`src/rtl/laneswitch_pkg.sv`:
```
// Shared types and constants for the two-lane buffer ownership controller.
// Pure declarations; no latency, no backpressure.
// FSM encoding, lane ids and the quiet window the mux needs before a switch.
package laneswitch_pkg;

  typedef enum logic [1:0] {
    IDLE   = 2'd0,
    DRAIN  = 2'd1,
    SETTLE = 2'd2,
    GRANT  = 2'd3
  } state_t;

  localparam logic LANE0 = 1'b0;
  localparam logic LANE1 = 1'b1;

  // The mux registers its outputs, so two idle cycles prove the pipe is empty.
  localparam int QUIET_CYCLES = 2;

endpackage

```
`src/rtl/laneswitch_rr_pick.sv`:
```
// Two-requester round-robin selector holding the last owner of the buffer.
// Combinational pick; last_owner updates one cycle after 'update'.
// No backpressure: the caller decides when a pick is consumed.
module laneswitch_rr_pick
  import laneswitch_pkg::*;
(
  input  logic clk,
  input  logic reset,
  input  logic req0,
  input  logic req1,
  input  logic update,
  input  logic owner,
  output logic winner,
  output logic any_req
);

  logic last_owner;

  // Reset to lane 1 so lane 0 wins the very first tie.
  always_ff @(posedge clk) begin
    if (!reset) begin
      last_owner <= LANE1;
    end else if (update) begin
      last_owner <= owner;
    end
  end

  always_comb begin
    any_req = req0 | req1;
    if (req0 && req1) begin
      winner = ~last_owner;
    end else if (req1) begin
      winner = LANE1;
    end else begin
      winner = LANE0;
    end
  end

endmodule

```
`src/rtl/laneswitch_ctrl.sv`:
```
// Owns the mux 'switch': arbitrates the shared buffer between two lanes.
// Same-side grant 1 cycle after req; cross-side 3 + SETTLE_CYCLES cycles.
// Owner holds the buffer until release; the other lane waits (no preemption).
module laneswitch_ctrl
  import laneswitch_pkg::*;
#(
  parameter int SETTLE_CYCLES  = 2,
  parameter int TIMEOUT_CYCLES = 1024,
  parameter int CNT_WIDTH      = 16
) (
  input  logic                 clk,
  input  logic                 reset,
  input  logic                 lane0_req,
  input  logic                 lane0_release,
  output logic                 lane0_grant,
  input  logic                 lane1_req,
  input  logic                 lane1_release,
  output logic                 lane1_grant,
  input  logic                 active,
  input  logic                 fault,
  output logic                 switch,
  output logic                 busy,
  output logic [CNT_WIDTH-1:0] swap_count,
  output logic                 fault_sticky,
  output logic                 drain_timeout
);

  localparam int TO_W = $clog2(TIMEOUT_CYCLES + 1);
  localparam logic [TO_W-1:0] TO_LAST     = TO_W'(TIMEOUT_CYCLES - 1);
  localparam logic [3:0]      SETTLE_LAST = 4'(SETTLE_CYCLES - 1);
  localparam logic [1:0]      QUIET_LAST  = 2'(QUIET_CYCLES - 1);

  state_t                 state, state_nxt;
  logic [1:0]             quiet_cnt, quiet_nxt;
  logic [3:0]             settle_cnt, settle_nxt;
  logic [TO_W-1:0]        to_cnt, to_nxt;
  logic                   switch_nxt;
  logic [CNT_WIDTH-1:0]   swap_nxt;
  logic                   dto_nxt;
  logic                   winner, any_req;
  logic                   owner_release;
  logic                   rr_update;

  laneswitch_rr_pick u_rr_pick (
    .clk     (clk),
    .reset   (reset),
    .req0    (lane0_req),
    .req1    (lane1_req),
    .update  (rr_update),
    .owner   (switch),
    .winner  (winner),
    .any_req (any_req)
  );

  assign owner_release = switch ? lane1_release : lane0_release;

  always_ff @(posedge clk) begin
    if (!reset) begin
      state         <= IDLE;
      quiet_cnt     <= '0;
      settle_cnt    <= '0;
      to_cnt        <= '0;
      switch        <= LANE0;
      swap_count    <= '0;
      drain_timeout <= 1'b0;
      fault_sticky  <= 1'b0;
      busy          <= 1'b0;
      lane0_grant   <= 1'b0;
      lane1_grant   <= 1'b0;
    end else begin
      state         <= state_nxt;
      quiet_cnt     <= quiet_nxt;
      settle_cnt    <= settle_nxt;
      to_cnt        <= to_nxt;
      switch        <= switch_nxt;
      swap_count    <= swap_nxt;
      drain_timeout <= dto_nxt;
      fault_sticky  <= fault_sticky | fault;
      busy          <= (state_nxt != IDLE);
      lane0_grant   <= (state_nxt == GRANT) && (switch_nxt == LANE0);
      lane1_grant   <= (state_nxt == GRANT) && (switch_nxt == LANE1);
    end
  end

  always_comb begin
    state_nxt  = state;
    quiet_nxt  = quiet_cnt;
    settle_nxt = settle_cnt;
    to_nxt     = to_cnt;
    switch_nxt = switch;
    swap_nxt   = swap_count;
    dto_nxt    = drain_timeout;
    rr_update  = 1'b0;

    unique case (state)
      IDLE: begin
        if (any_req) begin
          if (winner == switch) begin
            state_nxt = GRANT;
          end else begin
            // The winner is implied by the pending toggle of 'switch'.
            state_nxt = DRAIN;
            quiet_nxt = '0;
            to_nxt    = '0;
          end
        end
      end

      DRAIN: begin
        if (to_cnt == TO_LAST) begin
          dto_nxt = 1'b1;
        end else begin
          to_nxt = to_cnt + 1'b1;
        end
        if (active) begin
          quiet_nxt = '0;
        end else if (quiet_cnt == QUIET_LAST) begin
          switch_nxt = ~switch;
          if (swap_count != '1) begin
            swap_nxt = swap_count + 1'b1;
          end
          settle_nxt = '0;
          state_nxt  = SETTLE;
        end else begin
          quiet_nxt = quiet_cnt + 1'b1;
        end
      end

      SETTLE: begin
        if (settle_cnt == SETTLE_LAST) begin
          state_nxt = GRANT;
        end else begin
          settle_nxt = settle_cnt + 1'b1;
        end
      end

      GRANT: begin
        if (owner_release) begin
          state_nxt = IDLE;
          rr_update = 1'b1;
        end
      end

      default: state_nxt = IDLE;
    endcase
  end

endmodule

```
`config.mk`:
```
export PLATFORM = sky130hd
export DESIGN_NAME = laneswitch_ctrl
export DESIGN_NICKNAME = d
export VERILOG_FILES = /design/src/rtl/laneswitch_pkg.sv /design/src/rtl/laneswitch_rr_pick.sv /design/src/rtl/laneswitch_ctrl.sv
export SDC_FILE = /design/constraint.sdc
export NUM_CORES = 1
export LEC_CHECK = 0
export ABC_AREA = 1
export BUFFER_PORTS_ARGS = -buffer_cell sky130_fd_sc_hd__buf_2
export CORE_MARGIN = 4
export CORE_UTILIZATION = 57
export CTS_CLUSTER_DIAMETER = 30
export DETAILED_ROUTE_END_ITERATION = 6
export PLACE_DENSITY = 0.79
export RECOVER_POWER = 50
export SYNTH_ARGS = -nofsm -noshare
export SYNTH_HDL_FRONTEND = slang
export SYNTH_SLANG_ARGS = --single-unit
```
`constraint.sdc`:
```
create_clock -name clk -period 2.3 [get_ports clk]
set_input_delay 0 -clock clk [delete_from_list [all_inputs] [get_ports clk]]
set_output_delay 0 -clock clk [all_outputs]
set_load 0.02 [all_outputs]
```
# Yosys cells after proc, flatten, opt, wreduce, memory -nomap -nowiden
# Index checks and enable logic that the tools add are counted.
# Widths: inputs -> output; s select.
[totals] out_inout_bits=22 word_cells=78 in_bits=8 regBits=42
[classes] mux=28 bitwise=6 n_addsub=4 n_eq_ne=16 reduce_logical=12
[ops] operator="$mux 11" count=3
[ops] operator="$pmux 11 s2" count=1
[ops] operator="$mux 2" count=10
[ops] operator="$add 16x1->16 const B" count=1
[ops] operator="$ne 16x16->1 const B" count=1
[ops] operator="$reduce_and 4->1" count=4
[ops] operator="$mux 4" count=3
[ops] operator="$ne 2x2->1 const B" count=6
[ops] operator="$add 11x1->11 const B" count=1
[ops] operator="$eq 11x10->1 const B" count=1
[ops] operator="$mux 1" count=8
[ops] operator="$pmux 2 s4" count=1
[ops] operator="$pmux 4 s2" count=1
[ops] operator="$eq 2x2->1 const B" count=3
[ops] operator="$reduce_bool 2->1" count=3
[ops] operator="$add 4x1->4 const B" count=1
[ops] operator="$eq 2x1->1 const B" count=2
[ops] operator="$eq 4x1->1 const B" count=1
[ops] operator="$not 1->1" count=4
[ops] operator="$pmux 2 s2" count=1
[ops] operator="$logic_and 1x1->1" count=3
[ops] operator="$ne 3x3->1 const B" count=1
[ops] operator="$add 2x1->2 const B" count=1
[ops] operator="$logic_not 2->1" count=1
[ops] operator="other kinds (3)" count=4

# Depth between registers and ports, before layout
# Gate-level depths: netlist (run 1).
[logic_depth] word_depth=8 mapped_depth=11 depth_no_buf=11

# Cells and area by module
# Synthesis (run 1) repeated with hierarchy kept, for this count alone.
[hier_totals] cells_unflattened=346 hier_area_um2=2250.9
[by_module_without_submodules] mod="laneswitch_ctrl" seq_area_each_um2=820.8 instances=1 area_per_inst_um2=2200.9 cells_each=339
[by_module_without_submodules] mod="laneswitch_rr_pick" seq_area_each_um2=20.0 instances=1 area_per_inst_um2=50.0 cells_each=7

# Least setup slack after synthesis (run 1)
# OpenSTA, ideal clock, no wires.
[synth_timing] path_kind="flip-flop to flip-flop" start="register swap_count[0]" end="register swap_count[3]" path_stages_with_launch=10 required_ps=2168 n_path_buf=1 setup_ps=132 t_arrival_ps=1619 path_slack_ps=549 synth_period_minus_slack_ps=1751 cell_sequence="dfxtp_1 -> ha_1 -> inv_1 -> nor2_4 -> nand2_2 -> o21ai_4 -> inv_2 -> buf_6 -> nand2_1 -> a21oi_2"
[synth_via] elab_chain_len=2 elab_cells_between_ends=3 cone_classes="add/sub: 1; eq/ne: 1; reduce/logical: 1"
[synth_rtl] element="from (decl)" line_no="laneswitch_ctrl.sv:23" source="output logic [CNT_WIDTH-1:0] swap_count,"
[synth_rtl] element="from (signal assigned)" line_no="laneswitch_ctrl.sv:76" source="swap_count <= swap_nxt;"
[synth_rtl] element="branches (longest 2 deep; another with $add 16x1->16)"
# Several ways; the timed one is not identified.
# A chain may end at the register's enable or synchronous reset.

# Worst setup path in the final report (run 1)
[layout_timing] start="register swap_count[0]" end="register swap_count[15]"
# The elaborated chain is that of the path after synthesis.

==> impl_results.md, run 1 <==
- Number of non-filler instances in the completed layout: 451
- Required time reported for the critical path endpoint: 2450 ps
- Setup repair after global routing missed its margin: false
- Proportion of synthesized chip area in sequential cells: 0.3611
- CP Max Fanout: 17
- Clock insertion delay at the later pin of the skew report: 300 ps
- Violation count after the first detailed-route iteration: 126
- Overall overflow remaining after global route: 0
- Via density: 5.126
- Number of buffers inserted during clock tree synthesis: 5
- Dominant combinational cell family by area after synthesis: simple AND/OR/NAND/NOR gates
- Met3 capacity usage during global routing: 0.04432
- Syn-to-layout area delta: 10.91%
- Share of cells above drive strength 1: 0.06452
- Inserted Diodes: 0
- Highest-delay cell along the critical path: dfxtp_1
- Floorplan die area: 5172 um^2
- Cell at the root of the clock tree: clkbuf_8
- Compound-gate portion of the synthesized area: 0.1102
- Core box area: 3799 um^2
- GR Util met1: 0.2461
- Mapped Cells: 369
- Synthesized Nets: 382
- Number of standard-cell rows in the floorplan: 22
- Slew HR: 0.4987
- Average detailed-routed wire length per instance: 10.96 um
- Final hold slack: 56.99 ps
- Count of cells resized by post-cts repair: 0
- Met2 track demand over resource in global routing: 0.3551
- Maximum achievable frequency: 510.6 MHz
- Clock tree from TritonCTS: built
- Synthesized-area fraction occupied by xor and xnor cells: 0.03761
- Kind of path behind the tightest hold check: primary input to flip-flop
- Vias: 2312
- Worst vdd rail ir drop: 350.8 uV
- Synthesized flop and latch total: 42
- Final Net Count: 415
- Result of the run: finished clean
- Cell area after synthesis: 2328 um^2
- Global-route wire length before repair: 8556 um
- HPWL after DPL: 3661 um
- Number of DRC violations after detailed routing: 0
- Critical path arrival: 2110 ps
- Worst Tran Pin Value: 751.9 ps
- Clk_skew: 8.802 ps
- Fraction of the cycle the final worst path needs: 0.8516
- Final weighted congestion of routability-driven global placement: 0.8219
- Total power density per cell area: 636.1 nW/um^2
- Vias in the first global route: 2051
- Share of synthesized area spent on multiplexers: 0
- Post-CTS setup buffer count: 0
- Y dimension of the die: 71.92 um
- Final setup violating endpoints: 0
- Fraction of the mapped netlist area in simple logic gates: 0.3735
- Critical path's largest stage delay: 420 ps
- Top cell family by delay on the critical path: compound AO/OA/AOI/OAI gates
- Cell-by-cell trace of the critical path: ha_1 > inv_1 > nor2_4 > nand2_2 > o21ai_4 > inv_2 > nand2_1 > a21oi_2
- Effective utilization at floorplan: 0.6130
- Path type of the worst setup path: flip-flop to flip-flop
- Critical Path Source Type: flip-flop
- Hold Vio Cnt, Final: 0
- Total stage count of the critical path: 8
- Max-capacitance violation count: 0
- Global routing usage summed across all routing layers: 0.2023
- Post-Synth Adder-Cell Area: 0.02687
- Mapped Avg Cell Area: 6.310 um^2
- Hold path depth: 6
- Commonest cells after routing, fill and taps aside: 124 x nand2_1, 58 x nor2_1, 44 x inv_1
- Number of buffers on the longest clock path: 2
- Most common cell after layout, fill and taps aside: nand2_1
- Total count of max-transition violations in the final report: 0
- Cells on worst reg2reg path: 8
- Clk slew on worst S/H paths: 90 ps
- Remaining antenna violation count: 0
- Critical path buffers and inverters: 2
- Antenna violations before repair: 0
- Setup Total Neg Slack: 0 ps
- Crit path capture type: flip-flop
- Placed insts: 442
- Number of iterations in the first detailed-routing pass: 5
- Width of the die: 71.92 um
- Final critical delay including setup and external delays: 1959 ps
- Wirelength, routed: 4943 um
- CTS H-Tree Depth: 2
- Number of library cell types mapped by synthesis: 27
- Synth Warn #: 0
- Leak: 0.001075 uW
- IO Pins: 30
- Number of sinks driven by the clock tree: 42
- Busiest layer in global routing: met2
- Count of hold buffers inserted by post-cts repair: 1
- Largest net degree at the start of global routing: 18
- Port-buffer cells: 29
## report_power, final
part / internal (uW) / switching (uW) / leakage (uW) / total, uW
registers: 776 / 32.5 / 0.000341 / 808
logic: 103 / 226 / 0.000687 / 330
clock network: 242 / 264 / 0.0000472 / 505
## cells by family after synthesis
group,after synthesis
fa+ha+maj,5
buf+inv,52
flops,42
simple gates,215
xor+xnor,10
compound gates,45
## sequential cells by signal, summed over array words and instances, names as in the netlist, 2 cells and up
register and flops:
swap_count 16, to_cnt 11, settle_cnt 4, quiet_cnt 2, state 2
## cells in the mapped netlist
cell,instances,area share
nand2_1,124,0.20
nor2_1,58,0.093
inv_1,44,0.071
dfxtp_1,42,0.36
a21oi_1,26,0.056
nand3_1,17,0.037
o21ai_0,12,0.026
nand4_1,7,0.019
xor2_1,6,0.023
ha_1,5,0.027
xnor2_1,4,0.015
a21oi_2,3,0.011
nor3_1,3,0.0064
buf_6,2,0.0097
clkbuf_1,2,0.0032
nand2_2,2,0.0054
nor2_2,2,0.0054
buf_1,1,0.0016
buf_2,1,0.0021
clkinv_1,1,0.0016
inv_2,1,0.0016
nor2_4,1,0.0048
o211ai_1,1,0.0032
o21a_1,1,0.0032
o21ai_4,1,0.0070
o221ai_1,1,0.0038
or2_2,1,0.0027
## per-layer routing
metal,vias to the layer above,share of wire
met4,0,0.015
li1,1220,-
met3,8,0.059
met5,-,0
met1,1021,0.45
met2,63,0.47
## worst reg2reg max path, delay by kind of cell (launching register included)
family                     cells  cell delay (ps)
buffers and inverters          2              320
DFF                            1              420
adders and majority gates      1              280
AOI/OAI and AO/OA              2              450
and+or+nand+nor                3              360
## stage by stage
stage | setup WS, ps | total power [uW] | cell area [um^2] | util
final | 341.4 | 1643 | 2582 | 0.6798
after detailed placement | 371.2 | 1158 | 2510 | 0.6607
after global placement | 438.8 | 1151 | 2510 | 0.6607
after global routing | 117.2 | 1746 | 2582 | 0.6798
after floorplan | 549.3 | 1076 | 2328 | -
after CTS | 372.6 | 1658 | 2615 | 0.6884
## path summary, 6_finish.rpt
check                                    from              to  slack, ps
worst max-delay path            swap_count[0]  swap_count[15]        340
worst min-delay path                   active    quiet_cnt[1]         60
worst max register to register  swap_count[0]  swap_count[15]        340
worst min register to register     to_cnt[10]      to_cnt[10]        450
## area by class of cell
cell class	instances	area, um^2
Tap cell	48	60.06
Fill cell	351	1216
Clock inverter	2	12.51
Multi-Input combinational cell	275	1276
Timing Repair Buffer	32	137.6
Sequential cell	42	840.8
Clock buffer	6	82.58
Inverter	46	172.7
No activity file was read; power rests on OpenSTA's default activity.
==> run 2, diff against run 1 <==
Settings changed: CORE_UTILIZATION 57 to 49, MAX_ROUTING_LAYER set to met4, PLACE_DENSITY 0.79 to 0.69.
==> impl_results.md, run 2 (synthesis gave the netlist of run 1 again) <==
- Proportion of power drawn by flip-flops and latches: 0.492
- Max-capacitance violation count: 0
- Number of DRC violations after detailed routing: 0
- Cell-by-cell trace of the critical path: ha_1 > inv_1 > nor2_4 > nand2_2 > o21ai_4 > buf_4 > nand2_1 > a21oi_1
- Kind of path behind the tightest hold check: primary input to flip-flop
- Crit path capture type: flip-flop
- Port-buffer cells: 29
- Violation count after the first detailed-route iteration: 139
- CTS H-Tree Depth: 2
- Overall overflow remaining after global route: 0
- Required time reported for the critical path endpoint: 2530 ps
- Global routing usage summed across all routing layers: 0.1876
- Critical path buffers and inverters: 2
- Cell at the root of the clock tree: clkbuf_8
- Y dimension of the die: 76.94 um
- Number of buffers inserted during clock tree synthesis: 5
- Maximum achievable frequency: 554.0 MHz
- Final Net Count: 416
- Result of the run: finished clean
- Utilization of the core after routing: 0.5800
- Syn-to-layout area delta: 11.45%
- Number of iterations in the first detailed-routing pass: 4
- Count of cells resized by post-cts repair: 0
- Final weighted congestion of routability-driven global placement: 0.8731
- Inserted Diodes: 0
- Core box area: 4474 um^2
- Total power density per cell area: 632.4 nW/um^2
- Width of the die: 76.94 um
- Critical path's largest stage delay: 420 ps
- Logic gate share of total power: 0.202
- Effective utilization at floorplan: 0.5204
- Number of standard-cell rows in the floorplan: 24
- Total count of max-transition violations in the final report: 0
- Critical Path Source Type: flip-flop
- Clock share of power: 0.306
- Register ranked first by flip-flop count: swap_count
- Floorplan die area: 5919 um^2
- Final critical delay including setup and external delays: 1805 ps
- Switching part of the total: 0.3155
- Worst vdd rail ir drop: 339.0 uV
- Setup Total Neg Slack: 0 ps
- Clk slew on worst S/H paths: 90 ps
- Clock tree from TritonCTS: built
- Switching power of the nets: 517.8 uW
- Slew HR: 0.5151
- Clock insertion delay at the later pin of the skew report: 300 ps
- CP Max Fanout: 10
- Antenna violations before repair: 0
- Largest net degree at the start of global routing: 17
- Worst Tran Pin Value: 727.4 ps
- Number of buffers on the longest clock path: 2
- Global-route wire length before repair: 8914 um
- Hold Vio Cnt, Final: 0
- Average detailed-routed wire length per instance: 10.98 um
- Post-CTS setup buffer count: 0
- Leak: 0.001084 uW
- Commonest cells after routing, fill and taps aside: 124 x nand2_1, 58 x nor2_1, 44 x inv_1
- HPWL after DPL: 3739 um
- IO Pins: 30
- P_int: 1123 uW
- Clk_skew: 8.413 ps
- Share of cells above drive strength 1: 0.06683
- Final setup violating endpoints: 0
- Max FFs per register: 16
- Largest registers: swap_count (16), to_cnt (11), settle_cnt (4)
- Critical path arrival: 2030 ps
- Top cell family by delay on the critical path: compound AO/OA/AOI/OAI gates
- Vias: 2240
- Most common cell after layout, fill and taps aside: nand2_1
- Setup repair after global routing missed its margin: false
- Filler Cell Count: 456
- Path type of the worst setup path: flip-flop to flip-flop
- Number of sinks driven by the clock tree: 42
- Highest-delay cell along the critical path: dfxtp_1
- Via density: 4.912
- Vias in the first global route: 2060
- FF-to-FF setup slack: 490 ps
- Wirelength, routed: 5009 um
- Fraction of the cycle the final worst path needs: 0.7848
- Remaining antenna violation count: 0
==> run 2: changes by cell type in the layout (fill, tap and decap cells not counted) <==
cell	previous run	this run
buf_4	1	3
clkinvlp_4	1	0
==> run 2: timing repair <==
item	4_1_cts	5_1_grt
hold buffers	1	0
endpoints found under the setup margin	0	0
endpoints found under the hold margin	1	0
==> run 2: per-stage QoR <==
stage | cells | instance area [um^2] | setup slack (ps) | hold slack, ps | power (uW)
after floorplan | 369 | 2328 | 549.3 | 117.0 | 1076
after global placement | 447 | 2522 | 600.3 | 205.8 | 1154
after detailed placement | 447 | 2522 | 508.5 | 218.2 | 1160
after CTS | 456 | 2624 | 488.3 | 33.72 | 1665
after global routing | 456 | 2595 | 232.7 | 61.14 | 1751
final | 456 | 2595 | 495.0 | 45.28 | 1641
==> run 2: per-layer routing <==
metal | vias up | routed length (um) | global-route usage
met4 | 0 | 77 | 0.07065
met5 | - | 0 | -
li1 | 1217 | - | -
met3 | 7 | 176 | 0.03864
met2 | 31 | 2307 | 0.3049
met1 | 985 | 2448 | 0.2287
==> run 2: cell type report <==
| class | instances | area [um^2] | share of cell area |
|---|---|---|---|
| Sequential cell | 42 | 840.8 | 0.3240 |
| Inverter | 46 | 172.7 | 0.06654 |
| Tap cell | 52 | 65.06 | 0.02507 |
| Clock inverter | 1 | 5.005 | 0.001929 |
| Timing Repair Buffer | 33 | 148.9 | 0.05738 |
| Clock buffer | 7 | 86.33 | 0.03327 |
| Multi-Input combinational cell | 275 | 1276 | 0.4918 |
==> run 2: path summary, 6_finish.rpt <==
path,from,end,depth (start not counted)
setup / recovery,swap_count[0],swap_count[2],8
hold / removal,active,quiet_cnt[1],6
setup reg to reg,swap_count[0],swap_count[2],8
hold reg to reg,to_cnt[10],to_cnt[10],2
==> run 2: power groups by stage <==
stage | sequential [uW] | combinational (uW) | clock [uW]
floorplan | 835 | 241 | 0
global route | 816 | 386 | 548
global placement | 823 | 331 | 0
detailed placement | 825 | 335 | 0
finish | 808 | 332 | 501
CTS | 808 | 338 | 519
==> run 2: worst min-delay path, cell delays in order <==
cell	delay, ps
buf_2	90
nor2_1	40
nand2_1	50
nand2_1	50
nand2_1	50
nor2_1	40
==> run 3, diff against run 2 <==
Settings changed: ABC_AREA 1 to 0, PLACE_DENSITY 0.69 to 0.73.
Clock period 2.3 ns to 1.6 ns, I/O delays scaled along.
==> impl_results.md, run 3 <==
- Result of the run: finished, violations left
- Failing checks: negative setup slack
- Crit path capture type: flip-flop
- Synthesized flop and latch total: 42
- Largest registers: swap_count (16), to_cnt (11), settle_cnt (4)
- Commonest cells after routing, fill and taps aside: 56 x buf_4, 36 x dfxtp_1, 28 x nand2_1
- Proportion of synthesized chip area in sequential cells: 0.4123
- Post-Synth Adder-Cell Area: 0.03067
- Setup Total Neg Slack: -2074 ps
- Mapped Avg Cell Area: 8.290 um^2
- Required time reported for the critical path endpoint: 1840 ps
- Placed insts: 365
- CP Max Fanout: 2
- Number of library cell types mapped by synthesis: 48
- Leak: 0.001137 uW
- Antenna violations before repair: 0
- IO Pins: 30
- Number of standard-cell rows in the floorplan: 23
- Clock insertion delay at the later pin of the skew report: 300 ps
- Final Net Count: 346
- FFs w/ async S/R, synth: 0
- Met2 track demand over resource in global routing: 0.3559
- Path type of the worst setup path: flip-flop to flip-flop
- Number of DRC violations after detailed routing: 0
- Dominant combinational cell family by area after synthesis: simple AND/OR/NAND/NOR gates
- Via density: 5.633
- Number of buffers on the longest clock path: 2
- Register ranked first by flip-flop count: swap_count
- Final weighted congestion of routability-driven global placement: 0.8315
- Syn-to-layout area delta: 46.99%
- Critical path arrival: 2220 ps
- Number of non-filler instances in the completed layout: 384
- Floorplan die area: 5258 um^2
- Hold Vio Cnt, Final: 0
- Y dimension of the die: 72.52 um
- Violation count after the first detailed-route iteration: 98
- Critical Path Source Type: flip-flop
- Inserted Diodes: 0
- Slew HR: 0.7261
- Clock tree from TritonCTS: built
- Most common cell after layout, fill and taps aside: buf_4
- Total power density per cell area: 782.7 nW/um^2
- Cell type with the highest aggregate area in the netlist: dfxtp_1
- Top post-synthesis cells by area: dfxtp_1 41%, nand2_1 5.2%, nor2_1 4.6%
- Busiest layer in global routing: met2
- Number of flops mapped to enable cells by yosys: 0
- Average detailed-routed wire length per instance: 14.77 um
- Final critical delay including setup and external delays: 1989 ps
- Setup repair after global routing missed its margin: true
- Total count of max-transition violations in the final report: 0
- Cells on worst reg2reg path: 7
- FF-to-FF setup slack: -390 ps
- Maximum achievable frequency: 502.9 MHz
- Post-Place Worst Slack: -522.9 ps
- Clk_skew: 9.203 ps
- Met3 capacity usage during global routing: 0.05263
- Kind of path behind the tightest hold check: primary input to flip-flop
- Top post-synthesis cells by count: 42 x dfxtp_1, 28 x nand2_1, 25 x nor2_1
- Synthesized-area fraction occupied by xor and xnor cells: 0.03865
- Library cell with the highest instance count after synthesis: dfxtp_1
- Share of Yosys cell area claimed by the top area cell type: 0.4123
- CTS H-Tree Depth: 2
- Overall overflow remaining after global route: 0
- Worst Tran Pin Value: 405.5 ps
- Hold path depth: 3
- Global-route wire length before repair: 8355 um
- Clk slew on worst S/H paths: 80 ps
- Port-buffer cells: 29
- Fraction of the cycle the final worst path needs: 1.243
- Max FFs per register: 16
- Mapped Cells: 246
- Share of cells above drive strength 1: 0.3563
- GR Util met1: 0.2280
- Core box area: 4000 um^2
- Worst vdd rail ir drop: 526.7 uV
- Remaining antenna violation count: 0
- Vias: 2163
- Global routing usage summed across all routing layers: 0.2056
- Compound-gate portion of the synthesized area: 0.1718
- Cell area after synthesis: 2039 um^2
- Max-capacitance violation count: 0
- Fin worst setup slack: -388.6 ps
- Width of the die: 72.52 um
- HPWL after DPL: 3636 um
- Fraction of the mapped netlist area in simple logic gates: 0.2828
- Synthesized Nets: 259
- Number of buffers inserted during clock tree synthesis: 5
- Effective utilization at floorplan: 0.5099
- Share of synthesized area spent on multiplexers: 0.02515
- Cell at the root of the clock tree: clkbuf_8
- Flip-flop cell with the highest count after synthesis: dfxtp_1
- Vias in the first global route: 1928
- Largest net degree at the start of global routing: 22
- Final setup violating endpoints: 11
- Number of iterations in the first detailed-routing pass: 4
- Wirelength, routed: 5672 um
- Number of sinks driven by the clock tree: 42
- Synth Warn #: 0
[run 3: cell types whose count changed after synthesis, moves of 4 or more]
cell and delta:
or3_1 +7, nand2_1 -96, inv_1 -33, mux2i_1 +4
a21oi_1 -9, nand3_1 -7, nand2b_1 +6, nor2_1 -33
clkbuf_1 +5
[run 3: critical path, stage by stage (launching register included)]
cell	delay, ps
dfxtp_2	320
inv_2	70
ha_4	140
nand4bb_4	110
or4_4	430
or3_4	340
or3_4	390
a21oi_2	120
[run 3: power by group]
group	leakage (uW)	total (uW)	switching (uW)	internal, uW
registers	0.000343	1110	26.5	1080
logic	0.000742	408	221	187
clock network	0.0000524	831	364	467
[run 3: final timing paths]
kind                     to         start
min            quiet_cnt[0]        active
min reg2reg      to_cnt[10]    to_cnt[10]
max reg2reg  swap_count[15]  quiet_cnt[1]
max          swap_count[15]  quiet_cnt[1]
[run 3: layout make-up]
cell class                      instances  area, um^2
Timing Repair Buffer                   89       584.3
Multi-Input combinational cell        184        1355
Fill cell                             289        1002
Inverter                               11       41.29
Clock inverter                          1       30.03
Clock buffer                            7       76.32
Sequential cell                        42       848.3
Tap cell                               50       62.56
[run 3: repair_timing]
action,CTS,global route
gates resized for setup,24,30
hold buffers,1,0
pin swaps,8,20
buffers inserted,3,8
setup endpoints to repair,23,29
endpoints found under the hold margin,1,0
[run 3: layer usage]
metal	part of all wire	wire length, um
met5	0	0
met2	0.52	2976
met4	0.029	162
met3	0.040	225
met1	0.41	2307
[run 3: logic make-up (layout without fill, tap and decap cells)]
group                    Yosys count  after routing
buffers and inverters             20            108
multiplexers                       5              5
adder cells (fa/ha/maj)            5              5
AO/OA/AOI/OAI                     56             56
AND/OR/NAND/NOR                  109            109
XOR/XNOR                           9              9
flip-flops                        42             42
[run 3: stage by stage]
stage	total power [uW]	utilization	hold slack, ps	cell area (um^2)
5_1_grt	2438	0.7495	79.80	2998
6_report	2346	0.7495	64.82	2998
2_1_floorplan	1325	-	120.7	2054
4_1_cts	2293	0.7088	58.16	2835
3_3_place_gp	1443	0.6478	214.0	2591
3_5_place_dp	1451	0.6478	213.4	2591
